**src/rtl/serial_link_pkg.sv**
```systemverilog
// -----------------------------------------------------------------------------
// serial_link_pkg
// Shared definitions for both ends of the shift-register serial link.
// Holds the 2-bit sel encoding, the receiver FSM state encodings and a small
// decode helper, so transmitter and receiver agree on one encoding.
// No ports (package).
// -----------------------------------------------------------------------------
package serial_link_pkg;

   typedef logic [1:0] sel_t;

   // Operation select shared with the transmitter
   localparam sel_t SEL_CLEAR = 2'b00;  // abort frame, clear overrun
   localparam sel_t SEL_LSB   = 2'b01;  // receive, least significant bit first
   localparam sel_t SEL_MSB   = 2'b10;  // receive, most significant bit first
   localparam sel_t SEL_HOLD  = 2'b11;  // freeze everything except ack

   // Receiver FSM states
   localparam logic [0:0] ST_IDLE  = 1'b0;
   localparam logic [0:0] ST_SHIFT = 1'b1;

   // True for the two select codes that accept serial bits
   function automatic logic sel_is_rx(input sel_t sel);
      return (sel == SEL_LSB) || (sel == SEL_MSB);
   endfunction

endpackage : serial_link_pkg

```
**src/rtl/rx_bit_counter.sv**
```systemverilog
// -----------------------------------------------------------------------------
// rx_bit_counter
// Counts bits taken within the current frame. Wraps to zero on the last bit
// of a word and flags that bit so the caller can complete the word on the
// same edge.
// Ports:
//   clock   in   rising-edge clock
//   reset   in   synchronous active-low reset
//   clr_i   in   force count to zero (frame abort)
//   en_i    in   a bit is taken this cycle
//   term_o  out  this enabled bit is the WIDTH-th bit of the frame
// -----------------------------------------------------------------------------
module rx_bit_counter
   import serial_link_pkg::*;
#(
   parameter int WIDTH = 16,
   localparam int CNT_W = $clog2(WIDTH + 1)
) (
   input  logic clock,
   input  logic reset,
   input  logic clr_i,
   input  logic en_i,
   output logic term_o
);

   localparam logic [CNT_W-1:0] CNT_ZERO = {CNT_W{1'b0}};
   localparam logic [CNT_W-1:0] CNT_ONE  = CNT_W'(1);
   localparam logic [CNT_W-1:0] CNT_LAST = CNT_W'(WIDTH - 1);

   logic [CNT_W-1:0] cnt_q;
   logic [CNT_W-1:0] cnt_d;

   assign term_o = en_i && (cnt_q == CNT_LAST);

   // Next count: clear wins, terminal bit wraps to zero, otherwise count up
   always_comb begin
      cnt_d = cnt_q;
      if (clr_i) begin
         cnt_d = CNT_ZERO;
      end else if (term_o) begin
         cnt_d = CNT_ZERO;
      end else if (en_i) begin
         cnt_d = cnt_q + CNT_ONE;
      end else begin
         cnt_d = cnt_q;
      end
   end

   // Count register with synchronous active-low reset
   always_ff @(posedge clock) begin
      if (!reset) begin
         cnt_q <= CNT_ZERO;
      end else begin
         cnt_q <= cnt_d;
      end
   end

endmodule : rx_bit_counter

```
**src/rtl/serial_word_receiver.sv**
```systemverilog
// -----------------------------------------------------------------------------
// serial_word_receiver
// Receive end of the shift-register serial link. Takes one bit per cycle in
// which ser_valid is high and sel selects a receive mode, reassembles WIDTH-bit
// words LSB-first or MSB-first, and presents each finished word on a registered
// bus with a one-cycle out_valid pulse and a pending/ack handshake.
// Ports:
//   clock      in   rising-edge clock
//   reset      in   synchronous active-low reset
//   ser_in     in   serial data bit
//   ser_valid  in   ser_in is valid this cycle
//   sel        in   00 clear/abort, 01 LSB-first, 10 MSB-first, 11 hold
//   out_ack    in   consumer accepts the word, clears pending
//   out        out  last completed word
//   out_valid  out  pulse: out was updated by the previous edge
//   pending    out  a word is held and not yet acknowledged
//   busy       out  frame in progress
//   overrun    out  sticky: word completed while the previous one was pending
// -----------------------------------------------------------------------------
module serial_word_receiver
   import serial_link_pkg::*;
#(
   parameter int WIDTH = 16
) (
   input  logic             clock,
   input  logic             reset,
   input  logic             ser_in,
   input  logic             ser_valid,
   input  logic [1:0]       sel,
   input  logic             out_ack,
   output logic [WIDTH-1:0] out,
   output logic             out_valid,
   output logic             pending,
   output logic             busy,
   output logic             overrun
);

   generate
      if (WIDTH < 2) begin : g_width_check
         $error("serial_word_receiver: WIDTH must be at least 2");
      end
   endgenerate

   localparam logic [WIDTH-1:0] WORD_ZERO = {WIDTH{1'b0}};

   logic [0:0]       state_q,   state_d;
   logic             dir_q,     dir_d;      // 1 = MSB-first
   logic [WIDTH-1:0] shreg_q,   shreg_d;
   logic [WIDTH-1:0] out_q,     out_d;
   logic             out_valid_q, out_valid_d;
   logic             pending_q, pending_d;
   logic             overrun_q, overrun_d;

   logic             take_s;
   logic             clr_s;
   logic             done_s;
   logic             dir_s;
   logic [WIDTH-1:0] base_s;
   logic [WIDTH-1:0] shifted_s;

   assign take_s = sel_is_rx(sel) && ser_valid;
   assign clr_s  = (sel == SEL_CLEAR);

   // The first bit of a frame latches the direction and starts from an empty
   // register; later bits use the latched direction so a mid-frame switch
   // between the two receive codes has no effect.
   assign dir_s  = (state_q == ST_IDLE) ? (sel == SEL_MSB) : dir_q;
   assign base_s = (state_q == ST_IDLE) ? WORD_ZERO : shreg_q;

   // Shift the incoming bit into the frame register in the selected order
   always_comb begin
      shifted_s = base_s;
      if (dir_s) begin
         shifted_s = {base_s[WIDTH-2:0], ser_in};
      end else begin
         shifted_s = {ser_in, base_s[WIDTH-1:1]};
      end
   end

   rx_bit_counter #(
      .WIDTH (WIDTH)
   ) u_bit_counter (
      .clock  (clock),
      .reset  (reset),
      .clr_i  (clr_s),
      .en_i   (take_s),
      .term_o (done_s)
   );

   // Next-state logic for FSM, frame register and output handshake registers
   always_comb begin
      state_d     = state_q;
      dir_d       = dir_q;
      shreg_d     = shreg_q;
      out_d       = out_q;
      out_valid_d = 1'b0;
      pending_d   = pending_q;
      overrun_d   = overrun_q;

      // Ack is honoured in every mode; a completion below re-arms pending
      if (out_ack) begin
         pending_d = 1'b0;
      end else begin
         pending_d = pending_q;
      end

      case (sel)
         SEL_CLEAR: begin
            state_d   = ST_IDLE;
            shreg_d   = WORD_ZERO;
            overrun_d = 1'b0;
         end
         SEL_LSB, SEL_MSB: begin
            if (ser_valid) begin
               dir_d   = dir_s;
               shreg_d = shifted_s;
               if (done_s) begin
                  state_d     = ST_IDLE;
                  out_d       = shifted_s;
                  out_valid_d = 1'b1;
                  pending_d   = 1'b1;
                  // Only an unacknowledged previous word is lost
                  if (pending_q && !out_ack) begin
                     overrun_d = 1'b1;
                  end else begin
                     overrun_d = overrun_q;
                  end
               end else begin
                  state_d = ST_SHIFT;
               end
            end else begin
               state_d = state_q;
            end
         end
         SEL_HOLD: begin
            state_d = state_q;
         end
         default: begin
            state_d = state_q;
         end
      endcase
   end

   // State and output registers with synchronous active-low reset
   always_ff @(posedge clock) begin
      if (!reset) begin
         state_q     <= ST_IDLE;
         dir_q       <= 1'b0;
         shreg_q     <= WORD_ZERO;
         out_q       <= WORD_ZERO;
         out_valid_q <= 1'b0;
         pending_q   <= 1'b0;
         overrun_q   <= 1'b0;
      end else begin
         state_q     <= state_d;
         dir_q       <= dir_d;
         shreg_q     <= shreg_d;
         out_q       <= out_d;
         out_valid_q <= out_valid_d;
         pending_q   <= pending_d;
         overrun_q   <= overrun_d;
      end
   end

   assign out       = out_q;
   assign out_valid = out_valid_q;
   assign pending   = pending_q;
   assign overrun   = overrun_q;
   assign busy      = (state_q == ST_SHIFT);

endmodule : serial_word_receiver

```
**config.mk**
```make
export PLATFORM = sky130hd
export DESIGN_NAME = serial_word_receiver
export DESIGN_NICKNAME = d
export VERILOG_FILES = /design/src/rtl/serial_link_pkg.sv /design/src/rtl/rx_bit_counter.sv /design/src/rtl/serial_word_receiver.sv
export SDC_FILE = /design/constraint.sdc
export NUM_CORES = 1
export LEC_CHECK = 0
export BUFFER_PORTS_ARGS = -buffer_cell sky130_fd_sc_hd__buf_2
export CORE_MARGIN = 4
export CORE_UTILIZATION = 56
export CTS_CLUSTER_DIAMETER = 60
export DETAILED_ROUTE_END_ITERATION = 16
export PLACE_DENSITY = 0.83
export SLEW_MARGIN = 25
export SYNTH_ARGS = -nofsm -noshare
export SYNTH_HDL_FRONTEND = slang
export SYNTH_SLANG_ARGS = --single-unit
export TNS_END_PERCENT = 50
```
**constraint.sdc**
```tcl
create_clock -name clock -period 3.8 [get_ports clock]
set_input_delay 0.19 -clock clock [delete_from_list [all_inputs] [get_ports clock]]
set_output_delay 0.19 -clock clock [all_outputs]
set_load 0.05 [all_outputs]
```
After elaboration in Yosys (flattened, before gate mapping)
Cells that the tools add are included.
- register bits: 42
- input bits: 7
- output and inout bits: 20
- word-level logic and storage cells: 50
- add/sub/neg operators: 1
- equality and inequality tests: 7
- multiplexer cells: 17
- bitwise gates (word level): 2
- reduce and logical (&&, ||, !) cells: 15
- operator list (operator ; count):
    two-way mux 16 bit ; 3
    case mux 16 bit (2 select lines) ; 1
    two-way mux 1 bit ; 11
    != test 2 bit (second input constant) ; 3
    AND reduction 2 bit ; 3
    AND reduction 3 bit ; 2
    adder 5 x 1 -> 5 bit (second input constant) ; 1
    equality test 5 x 4 -> 1 bit (second input constant) ; 1
    equality test 2 bit (second input constant) ; 2
    case mux 1 bit (2 select lines) ; 2
    AND reduction 4 bit ; 1
    logical AND 1 bit ; 3
    OR reduction 3 bit ; 1
    equality test 2 x 1 -> 1 bit (second input constant) ; 1
    logical NOT 2 bit ; 1
    NOT 1 bit ; 2
    nonzero test 2 bit ; 1
    OR reduction 2 bit ; 1
    logical NOT 1 bit ; 1
    logical OR 1 bit ; 1

Longest topological paths before layout
Gate-level depths: netlist (run 1).
- word-level depth: 7
- depth in mapped cells: 8
- mapped depth without buffers: 6

Cells and area by module
A second synthesis (run 1) with hierarchy kept.
- cell total of the unflattened synthesis: 189
- area, all modules: 1906.8 sq um
- by module, submodules not included (module ; times used ; cells each ; area an instance (sq um) ; seq. area each (sq um)):
    serial_word_receiver ; 1 ; 165 ; 1662.8 ; 740.7
    rx_bit_counter ; 1 ; 24 ; 244.0 ; 100.1

Least setup slack after synthesis (run 1)
Ideal clock, no wire load.
- path kind: register to register
- start: register u_bit_counter.cnt_q[0]
- end: register out_q[10] (netlist: out[10])
- library setup time: 115 ps
- arrival time: 1513 ps
- required time: 3685 ps
- setup slack: 2173 ps
- cell stages (with the launch flop): 9
- path buffers: 2
- period minus slack after synthesis: 1627 ps
- cells stage by stage: dfxtp_1 > ha_1 > and3_1 > ha_1 > nand3_1 > and2_1 > buf_6 > buf_6 > o2bb2ai_2
- cells in the longest elaborated chain, start to end: 3
- RTL lines (what ; RTL line ; RTL):
    from (decl) ; rx_bit_counter.sv:30 ; logic [CNT_W-1:0] cnt_q;
    from (signal assigned) ; rx_bit_counter.sv:54 ; cnt_q <= cnt_d;
    equality test 5 x 4 -> 1 bit ; rx_bit_counter.sv:33 ; assign term_o = en_i && (cnt_q == CNT_LAST);
    logical AND 1 bit ; rx_bit_counter.sv:33 ;
    AND reduction 3 bit (no source line) ; - ;
    to (signal assigned) ; serial_word_receiver.sv:158 ; out_q <= out_d;
    to (decl) ; serial_word_receiver.sv:49 ; logic [WIDTH-1:0] out_q, out_d;
Every way passes these cells.
A chain may end at the register's enable or synchronous reset.

Worst setup path in the final report (run 1)
- start: register u_bit_counter.cnt_q[0]
- end: register out_q[0] (netlist: out[0])
The elaborated chain is that of the path after synthesis.

==> results of run 1 <==
## metal layers
metal	routed length [um]	vias up
li1	-	657
met1	1610	638
met2	1730	35
met3	148	9
met4	82	0
met5	0	-
## cell families (layout without fill, tap and decap cells)
kind of cell,count (synthesis),count (layout),synth area share (%)
compound gates,44,44,23.7
xor+xnor,2,2,0.937
fa+ha+maj,5,5,3.34
buf+inv,17,39,6.55
flops,42,42,45.0
mux,17,17,10.0
simple gates,38,38,10.5
## where the power goes
part	internal [mW]	total (mW)	leakage, nW	switching, mW
sequential	0.444	0.452	0.339	0.00852
clock	0.140	0.278	0.0395	0.139
combinational	0.0179	0.0516	0.431	0.0338
total	0.601	0.782	0.809	0.181
## final cells by class
type                       instances  area share, %
clock buffer                       7           2.22
clock inverter                     1           1.48
inverter                           5          0.926
multi-input combinational        106           44.8
sequential                        42           41.5
tap                               44           2.72
timing repair buffer              26           6.42
## registers in the layout (all words and copies together), names as in the netlist
name,flops
shreg_q,16
out_valid,1
overrun,1
dir_q,1
pending,1
u_bit_counter.cnt_q,5
out,16
busy,1
## how the worst max path moves through the flow
stage               to  slack (ns)
2_1_floorplan  out[10]        2.17
4_1_cts         out[0]        1.76
5_1_grt         out[0]        1.63
3_3_place_gp   out[15]        1.85
3_5_place_dp    out[0]        1.77
6_report        out[0]        1.74
## worst min-delay path, cell delays in order
cell and delay, ns:
buf_2 0.07, nand2b_1 0.11, a21boi_1 0.07
## cells in the mapped netlist
| master | number | area (sq um) |
|---|---|---|
| nor2b_1 | 1 | 6.26 |
| or3_1 | 3 | 18.8 |
| nor2_1 | 1 | 3.75 |
| xnor2_1 | 1 | 8.76 |
| and3_1 | 3 | 18.8 |
| a32o_1 | 5 | 50.1 |
| nand2b_1 | 2 | 12.5 |
| buf_2 | 5 | 25.0 |
| ha_1 | 5 | 62.6 |
| a21boi_1 | 3 | 22.5 |
| nor3_1 | 3 | 15.0 |
| inv_2 | 1 | 3.75 |
| a21o_1 | 2 | 15.0 |
| dfxtp_1 | 42 | 841 |
| mux2i_1 | 3 | 30.0 |
| nand3_4 | 1 | 17.5 |
| xor2_1 | 1 | 8.76 |
| mux2_1 | 14 | 158 |
| nand3_1 | 3 | 15.0 |
| inv_1 | 4 | 15.0 |
| o2bb2ai_1 | 18 | 158 |
| buf_6 | 7 | 78.8 |
| o21ai_1 | 3 | 15.0 |
| nand2_1 | 17 | 63.8 |
| and2_1 | 2 | 12.5 |
| a211oi_2 | 1 | 12.5 |
| o21ai_0 | 1 | 5.00 |
| a2111oi_2 | 1 | 15.0 |
| o2bb2ai_2 | 10 | 150 |
| nand2_2 | 2 | 12.5 |
==> results.yml, run 1 <==
routing:
  drc: 0
  drt_first_pass_iters: 4
  vias: 1339
  viasPerCell: 5.80
  drt_iter0_drc: 60
  wl_per_cell_um: 15.5
  wl_um: 3570
  drtAntennaViolNets: 0
worst_setup_path:
  path_cells: "ha_1 > and3_1 > ha_1 > nand3_1 > and2_1 > a32o_1"
  cp.arrival_ns: 2.35
  cp_common_cell: "ha_1"
  path_max_fanout: 16
  cp-startpoint: "u_bit_counter.cnt_q[0]"
  worst_path_max_delay_cell: "and2_1"
  timing.rr.start: "u_bit_counter.cnt_q[0]"
  crit_cells: 6
  crit_required_ns: 4.09
  worstRegToRegCells: 6
  r2r_slack_ns: 1.74
  worst_path_largest_cell_delay_ns: 0.67
  path_delay_family: "simple AND/OR/NAND/NOR gates"
  cp-start-kind: "flip-flop"
  crit_buf_inv: 0
  r2r_end: "out[0]"
  cp-end-kind: "flip-flop"
  path_class: "reg2reg"
global_routing:
  grt_use_met3_pct: 4.25
  antenna_found_initial: 0
  grt_use_met2_pct: 31.5
  grt-ovfl-total: 0
  grt_max_degree: 23
  grt.busiest_layer: "met2"
  grt_pass1_wl_um: 6290
  grt_pass1_vias: 1381
  grt_usage_pct: 18.8
  met1_usage_pct: 22.5
clock_network:
  clk_pin_slew_ns: 0.11
  post_cts_buffers: 0
  clock-sinks: 42
  clk_latency_ns: 0.35
  hold_buffers: 0
  cts_root_buf: "clkbuf_4"
  cts_buffer_depth: 2
  cts_buffers: 5
  post_cts_resized: 0
  h-tree-depth: 2
  cts_tree: "built"
sta:
  max_slew_margin_pct: 46.4
  finalCritPeriodShare_pct: 54.2
  rsz0062_at_grt: "no"
  hold_viol: 0
  post-route-min-period_ns: 2.06
  worst_slack_ns: 1.74
  slew_viol_final: 0
  clock.fmax_mhz: 486
  whs_ns: 0.127
  worstMarginPinSlew_ns: 0.804
  setup_viol: 0
  tns_ns: 0
  fin_skew_ns: 0.00942
power_and_ir_drop:
  powerDensity_nw_per_um2: 386
  leakage_nw: 0.809
  power_mw: 0.782
  vdd_drop_max_uv: 262
layout:
  mostFrequentLayoutCells: "42 x dfxtp_1, 26 x buf_2, 18 x o2bb2ai_1"
  drive_above_1_share_pct: 25.7
  mostFrequentLayoutCell: "dfxtp_1"
  multi_input_area_sq_um: 907
  postLayoutCoreUtil_pct: 64.8
  syn_to_final_growth_pct: 8.36
  nets: 198
  insertedDiodeCount: 0
  stdcell_count: 231
  register_area_sq_um: 841
  filler_cell_count: 243
  final_cell_area_sq_um: 2030
hold_path:
  hold_start: "out_ack"
  hold_path_depth: 3
  hold_path_end: "pending"
  hp-class: "in2reg"
floorplanning:
  rows: 20
  die_y_um: 65.8
  fp.coreArea_sq_um: 3130
  initial_utilization_pct: 59.8
  ioPinCount: 27
  fp.dieW_um: 65.8
  dieArea_sq_um: 4330
flow_run:
  maxCapViolCount: 0
yosys:
  yosysSeqAreaShare_pct: 44.9
  syn_area_sq_um: 1870
  syn_nets: 177
  avgSynthCellArea_sq_um: 11.3
  ys_ff_latch: 42
  netlist_instances: 165
  synth_cell_types: 30
  synth_warnings: 0
placed_design:
  hpwlAfterDp_um: 2470
  io_buffers: 26
  preCtsSetupSlack_ns: 1.77
  dpl-instance-area_sq_um: 1950
  place_inst: 223
  gp_congestion: 0.824
outcome:
  outcome: "complete, no violations"
Note: power is estimated with default switching activity, not from simulation.
==> run 2: changes to the inputs <==
CORE_UTILIZATION = 50   (was 56)
PLACE_DENSITY = 0.79   (was 0.83)
clock period = 1.8 ns   (was 3.8 ns; I/O delays follow)
==> results.yml, run 2 (same netlist as run 1, synthesis figures left out) <==
placed_design:
  io_buffers: 26
  hpwlAfterDp_um: 2690
  gp_congestion: 0.841
clock_network:
  cts_buffer_depth: 2
  cts_tree: "built"
  clk_latency_ns: 0.30
  h-tree-depth: 2
  hold_buffers: 0
  cts_root_buf: "clkbuf_8"
  clk_pin_slew_ns: 0.07
  clock-sinks: 42
  cts_buffers: 5
power_and_ir_drop:
  power_mw: 1.81
  vdd_drop_max_uv: 455
  powerDensity_nw_per_um2: 852
  leakage_nw: 0.853
global_routing:
  grt_usage_pct: 17.3
  antenna_found_initial: 0
  grt_pass1_wl_um: 6710
  grt-ovfl-total: 0
  grt_max_degree: 23
  grt_pass1_vias: 1458
layout:
  syn_to_final_growth_pct: 13.3
  register_area_sq_um: 841
  drive_above_1_share_pct: 29.2
  multi_input_area_sq_um: 912
  mostFrequentLayoutCell: "dfxtp_1"
  mostFrequentLayoutCells: "42 x dfxtp_1, 26 x buf_2, 18 x o2bb2ai_1"
  nets: 203
  postLayoutCoreUtil_pct: 61.1
  insertedDiodeCount: 0
  filler_cell_count: 311
worst_setup_path:
  cp.arrival_ns: 1.83
  r2r_end: "u_bit_counter.cnt_q[4]"
  timing.rr.start: "u_bit_counter.cnt_q[0]"
  crit_required_ns: 1.99
  path_class: "reg2reg"
  crit_end: "u_bit_counter.cnt_q[4]"
  cp-start-kind: "flip-flop"
  cp-startpoint: "u_bit_counter.cnt_q[0]"
  r2r_slack_ns: 0.16
  worstRegToRegCells: 6
  cp-end-kind: "flip-flop"
  path_max_fanout: 5
sta:
  worstMarginPinSlew_ns: 0.733
  clock.fmax_mhz: 610
  slew_viol_final: 0
  fin_skew_ns: 0.00936
  post-route-min-period_ns: 1.64
  setup_viol: 0
  max_slew_margin_pct: 51.1
  tns_ns: 0
  rsz0062_at_grt: "no"
  finalCritPeriodShare_pct: 91.1
  hold_viol: 0
floorplanning:
  fp.dieW_um: 69.2
  fp.coreArea_sq_um: 3470
  ioPinCount: 27
  dieArea_sq_um: 4780
  initial_utilization_pct: 53.9
  die_y_um: 69.2
  rows: 21
hold_path:
  hp-class: "in2reg"
  hold_start: "out_ack"
routing:
  viasPerCell: 5.50
  drt_first_pass_iters: 4
  drc: 0
  vias: 1310
  drtAntennaViolNets: 0
  wl_per_cell_um: 15.8
  highest_layer: "met4"
  routed-wl-met3_um: 168
  wl_um: 3750
  drt-met1-wl_um: 1640
  wl_met2_um: 1880
  drt_iter0_drc: 58
outcome:
  outcome: "complete, no violations"
flow_run:
  maxCapViolCount: 0
## run 2: changes by cell type in the layout (fill, tap and decap cells not counted)
| cell | previous run | this run |
|---|---|---|
| nand2_2 | 2 | 3 |
| clkinvlp_4 | 0 | 1 |
| clkbuf_8 | 0 | 5 |
| clkbuf_1 | 2 | 1 |
| nand2_1 | 17 | 16 |
| and2_1 | 2 | 1 |
| and2_4 | 0 | 1 |
| buf_4 | 0 | 4 |
| clkbuf_4 | 5 | 0 |
| buf_12 | 0 | 1 |
## run 2: per-stage QoR
step / setup WS [ns] / hold WS (ns) / area (sq um) / std cells
after floorplan: 0.173 / 0.287 / 1870 / 165
after global placement: 0.137 / 0.403 / 2000 / 230
after detailed placement: 0.0519 / 0.388 / 2000 / 230
after CTS: 0.0417 / 0.0686 / 2110 / 238
after global routing: 0.0414 / 0.0915 / 2120 / 238
final: 0.161 / 0.0789 / 2120 / 238
## run 2: final cells by class
type | count | share of cell area (%)
tap | 46 | 2.72
clock buffer | 6 | 3.42
clock inverter | 2 | 1.77
sequential | 42 | 39.7
timing repair buffer | 31 | 8.50
inverter | 5 | 0.885
multi-input combinational | 106 | 43.0
## run 2: report_power, final
group | switching [mW] | internal [mW]
Clock | 0.322 | 0.414
Sequential | 0.0130 | 0.936
Combinational | 0.0753 | 0.0448
## run 2: worst max-delay path: stages, from the launching register on
cell and delay (ns):
dfxtp_1 0.34, ha_1 0.21, and3_1 0.18, ha_1 0.19, nand3_1 0.15, nand2_2 0.12, a2111oi_2 0.34
## run 2: repair_timing
item                                    in CTS  in global routing
gates resized for setup                      0                  3
endpoints found under the hold margin        0                  0
endpoints found under the setup margin       0                 12
setup buffers                                0                  0
## run 2: worst min-delay path by stage
stage	to	slack (ns)	cells after the start
after floorplan	pending	0.29	2
after global placement	pending	0.40	3
after detailed placement	pending	0.39	3
after CTS	pending	0.07	3
after global routing	pending	0.09	3
final	pending	0.08	3
## run 2: routing by layer
metal  vias to the layer above  global-route usage, %
met5                         -                      0
met4                         0                   7.59
met3                         5                   6.69
met2                        23                   28.6
met1                       627                   19.6
li1                        655                      -
